<file path="config.mk">
export PLATFORM = sky130hd
export DESIGN_NAME = led_scan_driver
export DESIGN_NICKNAME = d
export VERILOG_FILES = /design/src/rtl/led_pkg.sv /design/src/rtl/led_seg_lut.sv /design/src/rtl/led_scan_driver.sv
export SDC_FILE = /design/constraint.sdc
export NUM_CORES = 1
export LEC_CHECK = 0
export ABC_AREA = 0
export CORE_MARGIN = 4
export CORE_UTILIZATION = 50
export DETAILED_ROUTE_END_ITERATION = 8
export PLACE_DENSITY = 0.83
export SLEW_MARGIN = 15
export SYNTH_ARGS = -nofsm -noshare
export SYNTH_HDL_FRONTEND = slang
export SYNTH_SLANG_ARGS = --single-unit
</file>
<file path="constraint.sdc">
create_clock -name CLK -period 2.53 [get_ports CLK]
set_input_delay 0.253 -clock CLK [delete_from_list [all_inputs] [get_ports CLK]]
set_output_delay 0.253 -clock CLK [all_outputs]
set_load 0.01 [all_outputs]
</file>
<file path="src/rtl/led_pkg.sv">
// -----------------------------------------------------------------------------
// led_pkg
//   Shared definitions for the 7-segment scan driver: the active-low segment
//   code type, the dark/dash patterns, the glyph set 0..F and the nibble to
//   segment decode function used by led_seg_lut.
//
//   Segment codes are ordered {g,f,e,d,c,b,a} and are active-low: a 0 bit
//   lights that segment.
// -----------------------------------------------------------------------------
package led_pkg;

  typedef logic [6:0] seg_t;

  // One registered output slot: segment bus plus decimal point, both active-low.
  typedef struct packed {
    seg_t seg;
    logic dp_n;
  } seg_out_t;

  localparam seg_t SEG_DARK = 7'h7F;
  localparam seg_t SEG_DASH = 7'b0111111;

  localparam seg_t GLYPH_0 = 7'b1000000;
  localparam seg_t GLYPH_1 = 7'b1111001;
  localparam seg_t GLYPH_2 = 7'b0100100;
  localparam seg_t GLYPH_3 = 7'b0110000;
  localparam seg_t GLYPH_4 = 7'b0011001;
  localparam seg_t GLYPH_5 = 7'b0010010;
  localparam seg_t GLYPH_6 = 7'b0000010;
  localparam seg_t GLYPH_7 = 7'b1111000;
  localparam seg_t GLYPH_8 = 7'b0000000;
  localparam seg_t GLYPH_9 = 7'b0010000;
  localparam seg_t GLYPH_A = 7'b0001000;
  localparam seg_t GLYPH_B = 7'b0000011;
  localparam seg_t GLYPH_C = 7'b1000110;
  localparam seg_t GLYPH_D = 7'b0100001;
  localparam seg_t GLYPH_E = 7'b0000110;
  localparam seg_t GLYPH_F = 7'b0001110;

  localparam seg_out_t SLOT_OFF = '{seg: SEG_DARK, dp_n: 1'b1};

  // Decode one nibble. Codes above 9 render as a dash unless hex_mode is set.
  function automatic seg_t seg_decode(input logic [3:0] nibble,
                                      input logic       hex_mode);
    seg_t result;
    result = SEG_DASH;
    case (nibble)
      4'h0: result = GLYPH_0;
      4'h1: result = GLYPH_1;
      4'h2: result = GLYPH_2;
      4'h3: result = GLYPH_3;
      4'h4: result = GLYPH_4;
      4'h5: result = GLYPH_5;
      4'h6: result = GLYPH_6;
      4'h7: result = GLYPH_7;
      4'h8: result = GLYPH_8;
      4'h9: result = GLYPH_9;
      4'hA: result = hex_mode ? GLYPH_A : SEG_DASH;
      4'hB: result = hex_mode ? GLYPH_B : SEG_DASH;
      4'hC: result = hex_mode ? GLYPH_C : SEG_DASH;
      4'hD: result = hex_mode ? GLYPH_D : SEG_DASH;
      4'hE: result = hex_mode ? GLYPH_E : SEG_DASH;
      4'hF: result = hex_mode ? GLYPH_F : SEG_DASH;
      default: result = SEG_DASH;
    endcase
    return result;
  endfunction

endpackage

</file>
<file path="src/rtl/led_seg_lut.sv">
// -----------------------------------------------------------------------------
// led_seg_lut
//   Purely combinational nibble -> active-low 7-segment lookup.
//
//   Parameters
//     HEX_MODE  0: codes 10..15 render as a dash; 1: render as A,b,C,d,E,F
//   Ports
//     nibble_i  in   4   digit value to display
//     seg_o     out  7   {g,f,e,d,c,b,a}, active-low
// -----------------------------------------------------------------------------
module led_seg_lut
  import led_pkg::*;
#(
  parameter bit HEX_MODE = 1'b0
) (
  input  logic [3:0] nibble_i,
  output logic [6:0] seg_o
);

  assign seg_o = seg_decode(nibble_i, HEX_MODE);

endmodule

</file>
<file path="src/rtl/led_scan_driver.sv">
// -----------------------------------------------------------------------------
// led_scan_driver
//   Time-multiplexed N-digit common-anode 7-segment driver. A shadow register
//   holds the displayed word; one digit is enabled per scan slot, with a short
//   all-off guard at the start of every slot so the shared segment bus can
//   settle before the next anode is switched on (anti-ghosting).
//
//   Parameters
//     N_DIGITS  digits driven (1..8); digit 0 is least significant
//     SCAN_DIV  clock cycles per digit slot, must exceed GUARD
//     GUARD     cycles at slot start with every digit off (>= 0)
//     HEX_MODE  0: codes 10..15 as dash; 1: as A,b,C,d,E,F
//
//   Ports
//     CLK          in   1             rising-edge clock
//     RST_N        in   1             synchronous reset, active-low
//     EN           in   1             1: show data; 0: dash on every digit
//     LOAD         in   1             capture DATA/DP into the shadow register
//     DATA         in   4*N_DIGITS    nibble i = value of digit i
//     DP           in   N_DIGITS      bit i = decimal point of digit i (1 = lit)
//     LZ_SUPPRESS  in   1             1: leading zeros dark (digit 0 never)
//     SEG          out  7             {g,f,e,d,c,b,a}, active-low, registered
//     SEG_DP       out  1             decimal point, active-low, registered
//     DIG_SEL      out  N_DIGITS      digit enable, active-low one-cold
//     FRAME_DONE   out  1             one-cycle pulse after the last slot ends
//
//   All outputs are registered from the current scan position and shadow
//   contents, so they trail the counters by one clock.
// -----------------------------------------------------------------------------
module led_scan_driver
  import led_pkg::*;
#(
  parameter int N_DIGITS = 4,
  parameter int SCAN_DIV = 1000,
  parameter int GUARD    = 2,
  parameter int HEX_MODE = 0
) (
  input  logic                    CLK,
  input  logic                    RST_N,
  input  logic                    EN,
  input  logic                    LOAD,
  input  logic [4*N_DIGITS-1:0]   DATA,
  input  logic [N_DIGITS-1:0]     DP,
  input  logic                    LZ_SUPPRESS,
  output logic [6:0]              SEG,
  output logic                    SEG_DP,
  output logic [N_DIGITS-1:0]     DIG_SEL,
  output logic                    FRAME_DONE
);

  localparam int CW = (SCAN_DIV > 1) ? $clog2(SCAN_DIV) : 1;
  localparam int IW = (N_DIGITS > 1) ? $clog2(N_DIGITS) : 1;

  // ---------------------------------------------------------------------------
  // State
  // ---------------------------------------------------------------------------
  logic [CW-1:0]           cnt_q,        cnt_d;
  logic [IW-1:0]           idx_q,        idx_d;
  logic [4*N_DIGITS-1:0]   data_q,       data_d;
  logic [N_DIGITS-1:0]     dp_q,         dp_d;
  seg_out_t                out_q,        out_d;
  logic [N_DIGITS-1:0]     dig_sel_q,    dig_sel_d;
  logic                    frame_done_q, frame_done_d;

  // ---------------------------------------------------------------------------
  // Scan position
  // ---------------------------------------------------------------------------
  logic slot_end;
  logic frame_end;
  logic in_guard;

  always_comb begin
    // NOTE: every signal driven here gets a default first so no path can
    // leave it unassigned; otherwise synthesis infers a latch.
    slot_end  = (cnt_q == CW'(SCAN_DIV - 1));
    frame_end = slot_end && (idx_q == IW'(N_DIGITS - 1));
    in_guard  = (int'(cnt_q) < GUARD);

    cnt_d = slot_end ? '0 : cnt_q + 1'b1;
    idx_d = idx_q;
    if (slot_end) begin
      idx_d = frame_end ? '0 : idx_q + 1'b1;
    end
  end

  // ---------------------------------------------------------------------------
  // Shadow register: LOAD held high makes it transparent with one clock delay.
  // ---------------------------------------------------------------------------
  always_comb begin
    data_d = LOAD ? DATA : data_q;
    dp_d   = LOAD ? DP   : dp_q;
  end

  // ---------------------------------------------------------------------------
  // Current-digit selection and leading-zero mask.
  // upper_blank walks down from the most significant digit and stays set only
  // while every digit seen so far has a zero nibble and an unlit DP, so a lit
  // DP ends suppression at that digit and everything below it.
  // ---------------------------------------------------------------------------
  logic [3:0]          cur_nib;
  logic                cur_dp;
  logic                cur_lz_dark;
  logic                upper_blank;
  logic [N_DIGITS-1:0] dig_on;

  always_comb begin
    cur_nib     = '0;
    cur_dp      = 1'b0;
    cur_lz_dark = 1'b0;
    upper_blank = 1'b1;
    dig_on      = '0;
    for (int i = N_DIGITS - 1; i >= 0; i--) begin
      upper_blank = upper_blank && (data_q[4*i +: 4] == 4'h0) && !dp_q[i];
      if (idx_q == IW'(i)) begin
        cur_nib     = data_q[4*i +: 4];
        cur_dp      = dp_q[i];
        // Digit 0 is never suppressed so an all-zero word still shows "0".
        cur_lz_dark = upper_blank && (i != 0);
        dig_on[i]   = 1'b1;
      end
    end
  end

  seg_t lut_seg;

  led_seg_lut #(
    .HEX_MODE (HEX_MODE != 0)
  ) u_lut (
    .nibble_i (cur_nib),
    .seg_o    (lut_seg)
  );

  // ---------------------------------------------------------------------------
  // Output selection, highest priority first:
  // guard blanking > EN low (dash) > leading-zero dark > decoded glyph.
  // ---------------------------------------------------------------------------
  always_comb begin
    out_d        = SLOT_OFF;
    dig_sel_d    = '1;
    frame_done_d = frame_end;
    if (!in_guard) begin
      dig_sel_d = ~dig_on;
      if (!EN) begin
        out_d.seg = SEG_DASH;
      end else if (LZ_SUPPRESS && cur_lz_dark) begin
        out_d.seg = SEG_DARK;
      end else begin
        out_d.seg  = lut_seg;
        out_d.dp_n = ~cur_dp;
      end
    end
  end

  // ---------------------------------------------------------------------------
  // Registers
  // ---------------------------------------------------------------------------
  // NOTE: sequential state uses non-blocking assignments so every register
  // samples the pre-edge values, independent of statement order.
  always_ff @(posedge CLK) begin
    if (!RST_N) begin
      cnt_q        <= '0;
      idx_q        <= '0;
      // NOTE: the shadow word is cleared on reset on purpose: a display that
      // shows undefined glyphs after power-up is visible to the user, so
      // this storage is part of the architectural reset state.
      data_q       <= '0;
      dp_q         <= '0;
      out_q        <= SLOT_OFF;
      dig_sel_q    <= '1;
      frame_done_q <= 1'b0;
    end else begin
      cnt_q        <= cnt_d;
      idx_q        <= idx_d;
      data_q       <= data_d;
      dp_q         <= dp_d;
      out_q        <= out_d;
      dig_sel_q    <= dig_sel_d;
      frame_done_q <= frame_done_d;
    end
  end

  assign SEG        = out_q.seg;
  assign SEG_DP     = out_q.dp_n;
  assign DIG_SEL    = dig_sel_q;
  assign FRAME_DONE = frame_done_q;

endmodule

</file>
==> load_flow_metrics.sql, run 1 <==
INSERT INTO impl_metrics (metric_group, metric, value, unit) VALUES
('critical_path', 'critical-path-max-stage-delay', '410', 'ps'),
('critical_path', 'timing.critical_path.fanout_max', '13', ''),
('layout', 'layout.nets', '295', ''),
('sta', 'fin_skew', '5.946', 'ps'),
('routing', 'avg_vias_per_cell', '5.318', ''),
('grt', 'grt_max_degree', '26', ''),
('routing', 'remaining_antenna_violation_count', '0', ''),
('critical_path', 'rrSetupSlack', '220', 'ps'),
('sta', 'final.min_clock_period', '2308', 'ps'),
('layout', 'ff_latch_area', '900.9', 'um^2'),
('clocking', 'number_of_clock_buffers_inserted_by_tritoncts', '5', ''),
('yosys', 'yosys_cell_types', '42', ''),
('power', 'p_per_area', '527.8', 'mW/mm^2'),
('routing', 'drc', '0', ''),
('clocking', 'post_cts.repair.setup_buffers', '0', ''),
('critical_path', 'worstReg2RegEnd', 'SEG[0]', ''),
('status', 'run_status', 'finished, final reports clean', ''),
('clocking', 'clkLatencyLatePin', '300', 'ps'),
('worst_hold_path', 'min_delay_path_depth', '1', ''),
('sta', 'grt_setup_unrepaired', 'false', ''),
('critical_path', 'worst-endpoint-arrival', '2490', 'ps'),
('clocking', 'clkSlewWorstSetupHoldPaths', '80', 'ps'),
('sta', 'worst_slew_margin_rel', '0.6259', ''),
('sta', 'actual_slew_at_the_worst_max_slew_pin', '557.4', 'ps'),
('critical_path', 'startpoint_to_endpoint_class_of_the_critical_path', 'flip-flop to flip-flop', ''),
('routing', 'route.detailed.wl_per_inst', '14.23', 'um'),
('critical_path', 'endpoint_kind', 'flip-flop', ''),
('clocking', 'cts.sink_count', '45', ''),
('layout', 'insertedDiodeCount', '0', ''),
('routing', 'via_count', '1654', ''),
('place', 'placed_cells', '303', ''),
('power', 'power_leakage', '1.017', 'nW'),
('clocking', 'cts-root-buf', 'clkbuf_8', ''),
('routing', 'detailedRoute.firstIterationViolations', '78', ''),
('yosys', 'synthDominantAreaCellType', 'dfxtp_1', ''),
('floorplanning', 'die-width', '72.12', 'um'),
('grt', 'number_of_global_route_vias_before_repair', '1624', ''),
('place', 'io_port_bufs', '37', ''),
('yosys', 'yosys-top-cells-area', 'dfxtp_1 (44%), mux2i_1 (10%), nor2_1 (6.8%), ha_1 (6.1%), nand2_1 (2.7%)', ''),
('worst_hold_path', 'hold_path_startpoint', 'cnt_q[0]', ''),
('critical_path', 'crit-reg2reg-launch', 'idx_q[0]', ''),
('sta', 'timing.final.max_slew_violations', '0', ''),
('floorplanning', 'io_pins', '38', ''),
('grt', 'grt_util_all_layers', '0.1832', ''),
('place', 'rd_place_congestion', '0.8428', ''),
('place', 'hpwl', '3.304', 'mm'),
('yosys', 'synth-edff-count', '0', ''),
('yosys', 'synthSimpleGateAreaFrac', '0.2106', ''),
('floorplanning', 'dieArea', '0.005201', 'mm^2'),
('sta', 'setup_viol', '0', ''),
('yosys', 'fraction_of_registers_with_async_set_reset', '0', ''),
('yosys', 'synth.ff_latch_count', '45', ''),
('critical_path', 'path_cells', 'inv_1 -> ha_1 -> nand3b_1 -> a221oi_1 -> inv_1 -> ha_1 -> nor3b_1 -> a221oi_1 -> o21ai_0', ''),
('yosys', 'number_of_synthesis_warnings', '0', ''),
('clocking', 'number_of_buffers_on_the_longest_clock_path', '2', ''),
('floorplanning', 'die_height', '72.12', 'um'),
('critical_path', 'r2r_cells', '9', ''),
('critical_path', 'cpMaxStageDelayCell', 'dfxtp_1', ''),
('critical_path', 'timing.critical_path.required', '2710', 'ps'),
('power', 'ir_worst_vdd', '0.0002817', 'V'),
('yosys', 'synth_mux_area_frac', '0.1023', ''),
('yosys', 'post-synth-top-area-fraction', '0.4382', ''),
('routing', 'routed-wl-met2', '2.215', 'mm'),
('routing', 'finalWirelength', '4.427', 'mm'),
('yosys', 'post_synthesis_compound_gate_area_fraction', '0.1144', ''),
('grt', 'grt_pass1_wl', '7.527', 'mm'),
('yosys', 'yosysSeqAreaShare', '0.4382', ''),
('job', 'drv_cap', '0', ''),
('yosys', 'largest_family_of_logic_cells_by_synthesized_area', 'simple AND/OR/NAND/NOR gates', ''),
('yosys', 'postSynth.topFlopCell', 'dfxtp_1', ''),
('floorplanning', 'floorplan.core_area', '0.004000', 'mm^2');
-- worst max-delay path: cells and delay by family (launching register included) --
kind                       cells  cell delay [ps]
AOI/OAI and AO/OA              3              670
buffers and inverters          2              230
DFF                            1              410
and+or+nand+nor                2              340
adders and majority gates      2              530
-- stage by stage --
stage	utilization	instance area [um^2]	hold slack, ps	setup WS, ps
floorplan	-	2056	374.2	301.1
global placement	0.6206	2482	427.4	297.0
detailed placement	0.6206	2482	441.5	181.7
CTS	0.6406	2562	465.0	146.9
global route	0.6412	2565	495.2	18.88
finish	0.6412	2565	460.1	222.2
-- cell usage after synthesis, types with 2 or more instances --
library cell	n
a221oi_2	2
buf_2	2
dfxtp_1	45
o31ai_1	2
nor3_1	5
xor2_1	3
nor4_1	2
and2_1	3
and3_1	2
nand3b_1	4
ha_1	10
inv_1	9
clkbuf_1	4
or4_1	2
a211oi_1	3
nand2_1	15
nor2b_1	3
a21oi_1	3
nor3b_1	6
nand4_1	2
xnor2_1	5
a221oi_1	4
nor2_1	37
nand3_1	3
o21ai_0	5
mux2i_1	21
o211ai_1	2
-- worst max path at each step --
stage               endpoint  slack [ps]  startpoint
floorplan             SEG[0]         300    idx_q[0]
CTS                   SEG[0]         150    idx_q[1]
finish                SEG[0]         220    idx_q[0]
detailed placement    SEG[0]         180    idx_q[0]
global route          SEG[0]          20    idx_q[0]
global placement      SEG[0]         300    idx_q[0]
-- placed cells by master, fill, tap and decap left out, types with 4 or more instances in the layout --
master,Yosys,final
o21ai_0,5,5
mux2i_1,21,21
buf_4,1,5
a221oi_1,4,4
nand3b_1,4,4
nor3b_1,6,6
inv_1,9,9
nor3_1,5,5
clkbuf_8,0,5
ha_1,10,9
nor2_1,37,37
dfxtp_1,45,45
nand2_1,15,15
clkdlybuf4s50_1,0,37
xnor2_1,5,5
-- repair_timing --
item,in CTS,in global routing
resized for setup,0,1
hold buffers,0,0
setup endpoints to repair,0,3
-- power by group --
group	switching, mW	internal (mW)	total [mW]
clock network	0.228	0.196	0.425
logic	0.0739	0.0971	0.171
registers	0.0199	0.738	0.758
-- area by class of cell --
class	instances	share of cell area
multi-input cells	156	0.4195
flip-flops and latches	45	0.3512
repair buffers	42	0.1590
clock buffers	8	0.03122
well taps	50	0.02439
inverters	10	0.01463
-- cells by family (layout without fill, tap and decap cells) --
kind of cell / Yosys count / count (layout)
compound gates: 29 / 29
xor+xnor: 8 / 8
fa+ha+maj: 10 / 10
buf+inv: 18 / 60
flops: 45 / 45
mux: 21 / 21
simple gates: 88 / 88
-- flip-flops by register name (all words and copies together), names as in the netlist --
name	count
cnt_q	10
SEG_DP	1
data_q	16
dp_q	4
SEG	7
idx_q	2
FRAME_DONE	1
DIG_SEL	4
-- routing by layer --
metal	vias up	track usage
met5	-	0
met4	0	0.05010
li1	847	-
met1	766	0.2233
met3	6	0.04848
met2	35	0.3175
(Power assumes the default switching activity.)
==> inputs of run 2 (changes only) <==
Settings changed: PLACE_DENSITY 0.83 to 0.78.
Clock period 2.53 ns to 2.2 ns, I/O delays scaled along.
==> run 2 against run 1 <==
Non-clock buffer count rose by 8. Clock skew barely moved. Combinational power up 16%. Largest cell class unchanged. Critical endpoint is now SEG[4].
==> load_flow_metrics.sql, run 2 (synthesized netlist as in run 1, its figures left out) <==
INSERT INTO impl_metrics (metric_group, metric, value, unit) VALUES
('layout', 'layout.cells.most_common', 'dfxtp_1', ''),
('routing', 'detailedRoute.firstIterationViolations', '116', ''),
('floorplanning', 'die_height', '72.12', 'um'),
('critical_path', 'worst-endpoint-arrival', '2290', 'ps'),
('clocking', 'cts_max_level', '2', ''),
('routing', 'drc', '0', ''),
('status', 'run_status', 'finished, final reports clean', ''),
('worst_hold_path', 'hold_path_startpoint', 'cnt_q[0]', ''),
('critical_path', 'startpoint_to_endpoint_class_of_the_critical_path', 'flip-flop to flip-flop', ''),
('critical_path', 'cpMaxStageDelayCell', 'dfxtp_2', ''),
('routing', 'remaining_antenna_violation_count', '0', ''),
('power', 'ir_worst_vdd', '0.0004428', 'V'),
('critical_path', 'r2r_cells', '9', ''),
('grt', 'gr-total-overflow', '0', ''),
('grt', 'grt_antenna_before_repair', '0', ''),
('critical_path', 'path_cells', 'inv_1 -> ha_2 -> nor3b_1 -> a221oi_4 -> buf_4 -> ha_1 -> nor3_1 -> a221oi_1 -> o21ai_0', ''),
('layout', 'highest_count_cells_in_the_layout_ignoring_fill_and_taps', 'dfxtp_1 (43), nor2_1 (37), clkdlybuf4s50_1 (37)', ''),
('critical_path', 'rrSetupSlack', '130', 'ps'),
('sta', 'finalHoldViolCount', '0', ''),
('routing', 'route.detailed.wl_per_inst', '13.69', 'um'),
('place', 'hpwl', '3.257', 'mm'),
('layout', 'insertedDiodeCount', '0', ''),
('critical_path', 'endpoint_kind', 'flip-flop', ''),
('clocking', 'clkLatencyLatePin', '290', 'ps'),
('floorplanning', 'io_pins', '38', ''),
('worst_hold_path', 'min_delay_path_depth', '1', ''),
('floorplanning', 'std_cell_rows', '23', ''),
('layout', 'areaGrowthSynthToFinish', '30.25', '%'),
('sta', 'final.min_clock_period', '2069', 'ps'),
('layout', 'largest_register_by_flop_count', 'data_q', ''),
('critical_path', 'critical-path-max-stage-delay', '350', 'ps'),
('grt', 'grt_pass1_wl', '7.638', 'mm'),
('place', 'io_port_bufs', '37', ''),
('layout', 'layoutNonFillerInstCount', '319', ''),
('sta', 'min_period_over_period', '0.9406', ''),
('critical_path', 'timing.critical_path.fanout_max', '9', ''),
('clocking', 'clkSlewWorstSetupHoldPaths', '80', 'ps'),
('floorplanning', 'dieArea', '0.005201', 'mm^2'),
('power', 'power_leakage', '1.062', 'nW'),
('sta', 'worst_slew_margin_rel', '0.5919', ''),
('sta', 'maxClockFrequency', '483.2', 'MHz'),
('routing', 'finalWirelength', '4.367', 'mm'),
('sta', 'actual_slew_at_the_worst_max_slew_pin', '608.0', 'ps'),
('clocking', 'postCtsHoldBufs', '0', ''),
('sta', 'fin_skew', '6.148', 'ps'),
('worst_hold_path', 'worstHoldEndpoint', 'cnt_q[0]', ''),
('layout', 'design_area', '0.002678', 'mm^2'),
('critical_path', 'timing.critical_path.required', '2430', 'ps'),
('sta', 'tns', '0', 'ps'),
('place', 'rd_place_congestion', '0.8603', ''),
('worst_hold_path', 'worstHoldPathType', 'flip-flop to flip-flop', ''),
('clocking', 'cts.sink_count', '45', ''),
('floorplanning', 'floorplan.core_area', '0.004000', 'mm^2'),
('routing', 'avg_vias_per_cell', '5.282', ''),
('job', 'drv_cap', '0', ''),
('floorplanning', 'die-width', '72.12', 'um'),
('place', 'post_place_cell_area', '0.002560', 'mm^2'),
('floorplanning', 'initial_core_util', '0.5139', ''),
('place', 'placed_cells', '311', ''),
('sta', 'setup_viol', '0', ''),
('layout', 'layout.nets', '303', ''),
('routing', 'dr.pass1.iters', '4', ''),
('power', 'p_per_area', '578.2', 'mW/mm^2'),
('layout', 'layout-drive-gt1-share', '0.1190', ''),
('grt', 'number_of_global_route_vias_before_repair', '1597', ''),
('routing', 'via_count', '1685', ''),
('clocking', 'tritoncts', 'built', ''),
('critical_path', 'setup.worst_path.start_class', 'flip-flop', ''),
('layout', 'max_ffs_per_register', '16', ''),
('clocking', 'number_of_buffers_on_the_longest_clock_path', '2', ''),
('clocking', 'number_of_clock_buffers_inserted_by_tritoncts', '5', ''),
('grt', 'grt_util_all_layers', '0.1900', ''),
('critical_path', 'crit-reg2reg-launch', 'idx_q[1]', ''),
('clocking', 'cts-root-buf', 'clkbuf_8', ''),
('critical_path', 'worstReg2RegEnd', 'SEG[4]', ''),
('sta', 'timing.final.max_slew_violations', '0', ''),
('grt', 'grt_max_degree', '25', '');
[run 2: cell count changes in the layout (fill, tap and decap cells not counted), sizes merged]
cell,delta
buf,+8
[run 2: worst max-delay path: cells and delay by family, from the launching register on]
family | cells | cell delay [ps]
AO/OA/AOI/OAI | 3 | 330
adder cells (fa/ha/maj) | 2 | 500
buffers and inverters | 2 | 290
flip-flops | 1 | 350
AND/OR/NAND/NOR | 2 | 550
[run 2: report_power, final]
part | internal, mW | leakage [nW] | total [mW] | switching (mW)
Sequential | 0.848 | 0.370 | 0.871 | 0.0228
Clock | 0.226 | 0.0395 | 0.478 | 0.253
Combinational | 0.115 | 0.653 | 0.199 | 0.0845
Total | 1.19 | 1.06 | 1.55 | 0.360
[run 2: cell type report]
type / instances / area, um^2
well taps: 50 / 62.56
clock buffers: 8 / 80.08
repair buffers: 50 / 467.9
multi-input cells: 156 / 1124
fillers: 353 / 1323
flip-flops and latches: 45 / 905.9
inverters: 10 / 37.54
[run 2: how the worst max path moves through the flow]
stage | from | end | slack, ps | depth (start not counted)
final | idx_q[1] | SEG[4] | 130 | 9
after global routing | idx_q[1] | SEG[0] | -0.01 | 9
after CTS | idx_q[0] | SEG[0] | 20 | 9
after detailed placement | idx_q[0] | SEG[4] | 30 | 9
after global placement | idx_q[0] | SEG[4] | 110 | 9
after floorplan | idx_q[0] | SEG[0] | 30 | 10
[run 2: routing by layer]
| layer | share of wire | up-vias | track usage |
|---|---|---|---|
| li1 | - | 861 | - |
| met1 | 0.45 | 779 | 0.2478 |
| met2 | 0.49 | 40 | 0.3003 |
| met3 | 0.051 | 5 | 0.05817 |
| met4 | 0.013 | 0 | 0.06054 |
| met5 | 0 | - | 0 |
[run 2: through the flow]
step	hold WS, ps	utilization	worst slack [ps]	total power, mW
after floorplan	341.2	-	25.29	0.9921
after CTS	456.6	0.6612	16.02	1.566
after global routing	502.8	0.6694	-0.01088	1.638
after detailed placement	445.0	0.6400	25.38	1.089
after global placement	432.5	0.6400	107.7	1.086
final	459.1	0.6694	130.6	1.548
[run 2: repair_timing]
action                                  in CTS  in global routing
endpoints found under the setup margin       1                  7
resized for setup                            1                 11
setup buffers                                0                  0
hold endpoints to repair                     0                  0
pin swaps                                    0                  2
